$ cat config.mk
export PLATFORM = sky130hd
export DESIGN_NAME = regfile_write_arbiter_flat
export DESIGN_NICKNAME = d
export VERILOG_FILES = /design/src/rtl/regfile_write_arbiter_if.sv /design/src/rtl/regfile_write_arbiter.sv /design/src/flat_wrapper.sv
export SDC_FILE = /design/constraint.sdc
export NUM_CORES = 1
export LEC_CHECK = 0
export CAP_MARGIN = 20
export CORE_MARGIN = 2
export CORE_UTILIZATION = 39
export DETAILED_ROUTE_END_ITERATION = 16
export PLACE_DENSITY = 0.94
export RECOVER_POWER = 100
export SLEW_MARGIN = 20
export SYNTH_ARGS = -nofsm -noshare
export SYNTH_HDL_FRONTEND = slang
export SYNTH_SLANG_ARGS = --single-unit
$ cat constraint.sdc
create_clock -name Clk -period 1.85 [get_ports Clk]
set_input_delay 0.2775 -clock Clk [delete_from_list [all_inputs] [get_ports Clk]]
set_output_delay 0.2775 -clock Clk [all_outputs]
set_load 0.01 [all_outputs]
$ cat src/rtl/regfile_write_arbiter_if.sv
// Write-port bundle between two requesters and the
// register-bank write arbiter.
interface regfile_write_arbiter_if #(
  parameter int WIDTH = 16,
  parameter int NREG  = 8,
  parameter int AW    = 3
);
  logic             req0;
  logic [AW-1:0]    addr0;
  logic [WIDTH-1:0] data0;
  logic             ack0;
  logic             req1;
  logic [AW-1:0]    addr1;
  logic [WIDTH-1:0] data1;
  logic             ack1;
  logic [NREG-1:0]  load;
  logic [WIDTH-1:0] reg_in;
  logic             busy;
  logic             last_grant;

  modport master (
    output req0, addr0, data0,
    output req1, addr1, data1,
    input  ack0, ack1, load,
    input  reg_in, busy, last_grant
  );

  modport slave (
    input  req0, addr0, data0,
    input  req1, addr1, data1,
    output ack0, ack1, load,
    output reg_in, busy, last_grant
  );
endinterface

$ cat src/rtl/regfile_write_arbiter.sv
// Round-robin arbiter sharing the register bank write
// port between CPU writeback (0) and debug loader (1).
module regfile_write_arbiter #(
  parameter int WIDTH = 16,
  parameter int NREG  = 8,
  parameter int AW    = 3
) (
  input logic Clk,
  input logic Reset,
  regfile_write_arbiter_if.slave bus
);

  localparam logic [0:0] IDLE  = 1'b0;
  localparam logic [0:0] WRITE = 1'b1;

  logic [0:0]       state;
  logic             ack0_q;
  logic             ack1_q;
  logic [NREG-1:0]  load_q;
  logic [WIDTH-1:0] reg_in_q;
  logic             busy_q;
  logic             last_q;

  logic             gnt0;
  logic             gnt1;
  logic [AW-1:0]    win_addr;
  logic [NREG-1:0]  dec;

  // On a tie the requester that did not win last time goes.
  always_comb begin
    gnt1 = bus.req1 & (~bus.req0 | ~last_q);
    gnt0 = bus.req0 & ~gnt1;
  end

  always_comb begin
    win_addr = gnt1 ? bus.addr1 : bus.addr0;
    dec = '0;
    dec[win_addr] = 1'b1;
  end

  always_ff @(posedge Clk) begin
    if (Reset) begin
      state    <= IDLE;
      ack0_q   <= 1'b0;
      ack1_q   <= 1'b0;
      load_q   <= '0;
      reg_in_q <= '0;
      busy_q   <= 1'b0;
      last_q   <= 1'b1;
    end else begin
      state  <= IDLE;
      ack0_q <= 1'b0;
      ack1_q <= 1'b0;
      load_q <= '0;
      busy_q <= 1'b0;
      // Requests are ignored in WRITE so a held req
      // at the ack edge is not granted twice.
      if (state == IDLE && (gnt0 || gnt1)) begin
        state    <= WRITE;
        ack0_q   <= gnt0;
        ack1_q   <= gnt1;
        load_q   <= dec;
        busy_q   <= 1'b1;
        reg_in_q <= gnt1 ? bus.data1 : bus.data0;
        last_q   <= gnt1;
      end
    end
  end

  assign bus.ack0       = ack0_q;
  assign bus.ack1       = ack1_q;
  assign bus.load       = load_q;
  assign bus.reg_in     = reg_in_q;
  assign bus.busy       = busy_q;
  assign bus.last_grant = last_q;

endmodule

$ cat src/flat_wrapper.sv
// flat-port wrapper written by rule: the top's interface ports become plain ports
module regfile_write_arbiter_flat 
#(
  parameter int WIDTH = 16,
  parameter int NREG  = 8,
  parameter int AW    = 3
)
  (Clk, Reset, bus_req0, bus_addr0, bus_data0, bus_req1, bus_addr1, bus_data1, bus_ack0, bus_ack1, bus_load, bus_reg_in, bus_busy, bus_last_grant);
  regfile_write_arbiter_if #(.WIDTH(WIDTH), .NREG(NREG), .AW(AW)) bus_i ();
  input logic Clk;
  input logic Reset;
  input wire logic [$bits(bus_i.req0)-1:0] bus_req0;
  input wire logic [$bits(bus_i.addr0)-1:0] bus_addr0;
  input wire logic [$bits(bus_i.data0)-1:0] bus_data0;
  input wire logic [$bits(bus_i.req1)-1:0] bus_req1;
  input wire logic [$bits(bus_i.addr1)-1:0] bus_addr1;
  input wire logic [$bits(bus_i.data1)-1:0] bus_data1;
  output wire logic [$bits(bus_i.ack0)-1:0] bus_ack0;
  output wire logic [$bits(bus_i.ack1)-1:0] bus_ack1;
  output wire logic [$bits(bus_i.load)-1:0] bus_load;
  output wire logic [$bits(bus_i.reg_in)-1:0] bus_reg_in;
  output wire logic [$bits(bus_i.busy)-1:0] bus_busy;
  output wire logic [$bits(bus_i.last_grant)-1:0] bus_last_grant;
  assign bus_i.req0 = bus_req0;
  assign bus_i.addr0 = bus_addr0;
  assign bus_i.data0 = bus_data0;
  assign bus_i.req1 = bus_req1;
  assign bus_i.addr1 = bus_addr1;
  assign bus_i.data1 = bus_data1;
  assign bus_ack0 = bus_i.ack0;
  assign bus_ack1 = bus_i.ack1;
  assign bus_load = bus_i.load;
  assign bus_reg_in = bus_i.reg_in;
  assign bus_busy = bus_i.busy;
  assign bus_last_grant = bus_i.last_grant;
  regfile_write_arbiter #(.WIDTH(WIDTH), .NREG(NREG), .AW(AW)) u_core (.Clk(Clk), .Reset(Reset), .bus(bus_i));
endmodule
==> out/results.txt <==
run status: complete, no violations
top-area cell type share of the netlist area: 48.4%
Async SR Flop Fraction: 0%
data required time of the critical path: 2.07 ns
data arrival time of the critical path: 1.95 ns
final-stage net count: 238
beginning of the worst register-to-register path: u_core.bus.last_grant
Root Buffer: clkbuf_4
mean cell area of the mapped netlist: 9.20 µm²
final WL: 3.41 mm
number of flops mapped to enable cells by yosys: 0
hold path endpoint: u_core.bus.reg_in[5]
Least-Margin Pin Slew: 0.358 ns
fin crit period: 1.73 ns
Worst Setup End Kind: flip-flop
number of hold-repair buffers added at the cts stage: 0
number of diodes: 0
sink count of the clock tree: 28
maximum fanout along the worst path: 10
Peak VDD IR: 0.555 mV
most used standard cell by instance count after synthesis: nand2_1
post-route DRC violation count: 0
cells after synthesis: 126
DIE AREA: 0.00342 mm²
number of inserted filler cells in the final layout: 238
type of the worst setup path: in -> reg
number of input and output port buffers inserted: 69
total number of yosys warnings: 0
Top-Level Pins: 70
stage delay of the slowest cell on the critical path: 0.67 ns
non-filler instance count after layout: 226
Placed Cells incl. Taps: 222
number of vias per cell: 5.28
mean routed wirelength per cell: 15.1 µm
static power due to leakage: 0.000819 µW
depth of the worst register-to-register path: 3
global-route wire length before repair: 5.55 mm
number of distinct standard cells referenced by the synthesized netlist: 20
internal reg-to-reg setup slack: 0.28 ns
area leader, netlist: dfxtp_1
Worst slew margin: 75.5%
clock latency on the worst-skew pair: 0.33 ns
clock slew at the register clock pins of the worst setup and hold paths: 0.15 ns
fraction of final layout cells sized beyond drive strength 1: 7.18%
source of the worst hold timing path: bus_data1[5]
starting utilization of the core area: 41.7%
crit start category: input pin
number of clock buffers inserted by TritonCTS: 3
number of maximum-capacitance constraint violations: 0
PD cells: 701 mW/mm²
setup repair after global routing missed its margin: false
clock tree from TritonCTS: yes
Layout Skew: 0.00807 ns
Overflow after GRT: 0
1st-iter DRT viols: 24
core area: 0.00278 mm²
floorplan die width: 58.5 µm
Area growth syn-to-layout: 64.4%
largest net degree at the start of global routing: 24
hold crit path type: in -> reg
via count: 1194
Overall Global Routing Usage: 21.0%
Cells on Worst Hold Path: 3
final period utilization: 93.3%
max-slew violations: 0
area of all placed cells without fillers: 0.00190 mm²
number of gates resized after cts: 0
crit path max-delay cell type: dlygate4sd3_1
final count of negative-setup-slack endpoints: 0
final hold slack: 0.498 ns
sequential cell area fraction in the yosys report: 48.4%
number of iterations in the first detailed-routing pass: 4
register bit total from synthesis: 28
ANT nets after route: 0
prevailing post-synth register cell: dfxtp_1
Max Fclk: 0.579 GHz
CTS HTree Levels: 1
clock tree buffer depth: 2
Synth top cells by count: nand2_1 (33), dfxtp_1 (28), nor2_1 (18), a311oi_1 (16), nor4_1 (8)
post-DP HPWL: 2.66 mm
Area contributors post-synth: dfxtp_1 (48%), a311oi_1 (12%), nand2_1 (11%)
cell area after placement: 0.00187 mm²
die height: 58.5 µm
row cnt: 19
Post-Synthesis Cell Area: 0.00116 mm²
number of nets produced by synthesis: 168
chain of cells forming the critical path: dlygate4sd3_1 -> a21bo_4 -> mux2_1 -> nor4_1
final number of hold-violating endpoints: 0
Crit Reg-Reg Endpoint: u_core.bus.load[0]
number of global-route vias before repair: 1241
antenna violations before repair: 0
placer congestion estimate: 0.681
post-CTS setup buffers: 0
-- critical path, delay by kind of cell --
family	cells	cell delay, ns
AOI/OAI and AO/OA	1	0.25
buffers and inverters	1	0.67
and+or+nand+nor	1	0.35
muxes	1	0.40
-- power breakdown --
part           total (µW)  internal [µW]  leakage (µW)  switching [µW]
registers             672            650      0.000231            22.4
logic                 366            205      0.000567             161
clock network         297            120     0.0000210             177
total                1330            975      0.000819             360
-- registers in the layout (all words and copies together) (netlist names) --
name and count:
u_core.bus.load 8, u_core.state 1, u_core.bus.reg_in 16, u_core.bus.ack1 1, u_core.bus.last_grant 1, u_core.bus.ack0 1
-- placed cells by master (no fill, tap or decap) --
cell type        synthesis  final
clkdlybuf4s50_1          0     40
nand2_1                 33     33
dlygate4sd3_1            0     29
dfxtp_1                 28     28
nor2_1                  18     18
a311oi_1                16     16
nor4_1                   8      8
buf_4                    2      4
mux2i_1                  3      3
clkbuf_4                 0      3
mux2_1                   0      2
o21ba_1                  0      1
a21boi_4                 1      1
a21bo_4                  1      1
nor2b_1                  1      1
a211o_1                  1      1
nand2b_4                 1      1
inv_1                    1      1
mux2_2                   2      1
clkbuf_8                 0      1
clkbuf_2                 0      1
buf_12                   0      1
-- kinds of logic after synthesis --
kind of cell,synth area share (%)
AOI/OAI and AO/OA,16.7
buffers and inverters,6.48
DFF,48.4
muxes,5.83
and+or+nand+nor,22.6
-- area by class of cell --
cell class                 instances  area, µm²  area share (%)
inverter                           1       3.75           0.197
multi-input combinational         87        519            27.3
sequential                        28        561            29.4
tap                               31       38.8            2.04
clock buffer                       4       36.3            1.91
timing repair buffer              75        746            39.2
-- how the worst max path moves through the flow --
| stage | startpoint | end | slack (ns) | depth (start not counted) |
|---|---|---|---|---|
| 2_1_floorplan | u_core.bus.last_grant | u_core.bus.load[0] | 0.57 | 3 |
| 3_5_place_dp | bus_req0 | u_core.bus.load[0] | -0.09 | 4 |
| 4_1_cts | u_core.bus.last_grant | bus_last_grant | 0.18 | 1 |
| 5_1_grt | bus_req0 | u_core.bus.load[0] | 0.07 | 4 |
| 6_report | bus_req0 | u_core.bus.load[0] | 0.12 | 4 |
| 3_3_place_gp | bus_req0 | u_core.bus.load[5] | 0.06 | 4 |
-- metal layers --
layer  share of wire [%]  GRT usage [%]  wire length [µm]  up-vias
li1                    -              -                 -      585
met2                  54           40.1              1820       42
met3                 7.9           4.84               268        6
met5                   0              0                 0        -
met4                 1.7           8.64                57        0
met1                  37           21.8              1260      561
-- per-stage QoR --
step | total power [µW] | TNS, ns | util [%] | setup slack [ns]
floorplan | 860 | 0 | - | 0.568
global placement | 1060 | 0 | 67.4 | 0.0575
detailed placement | 1080 | -0.179 | 67.4 | -0.0878
CTS | 1370 | 0 | 68.7 | 0.180
global route | 1400 | 0 | 68.5 | 0.0747
finish | 1330 | 0 | 68.5 | 0.123
Note: power is estimated with default switching activity, not from simulation.
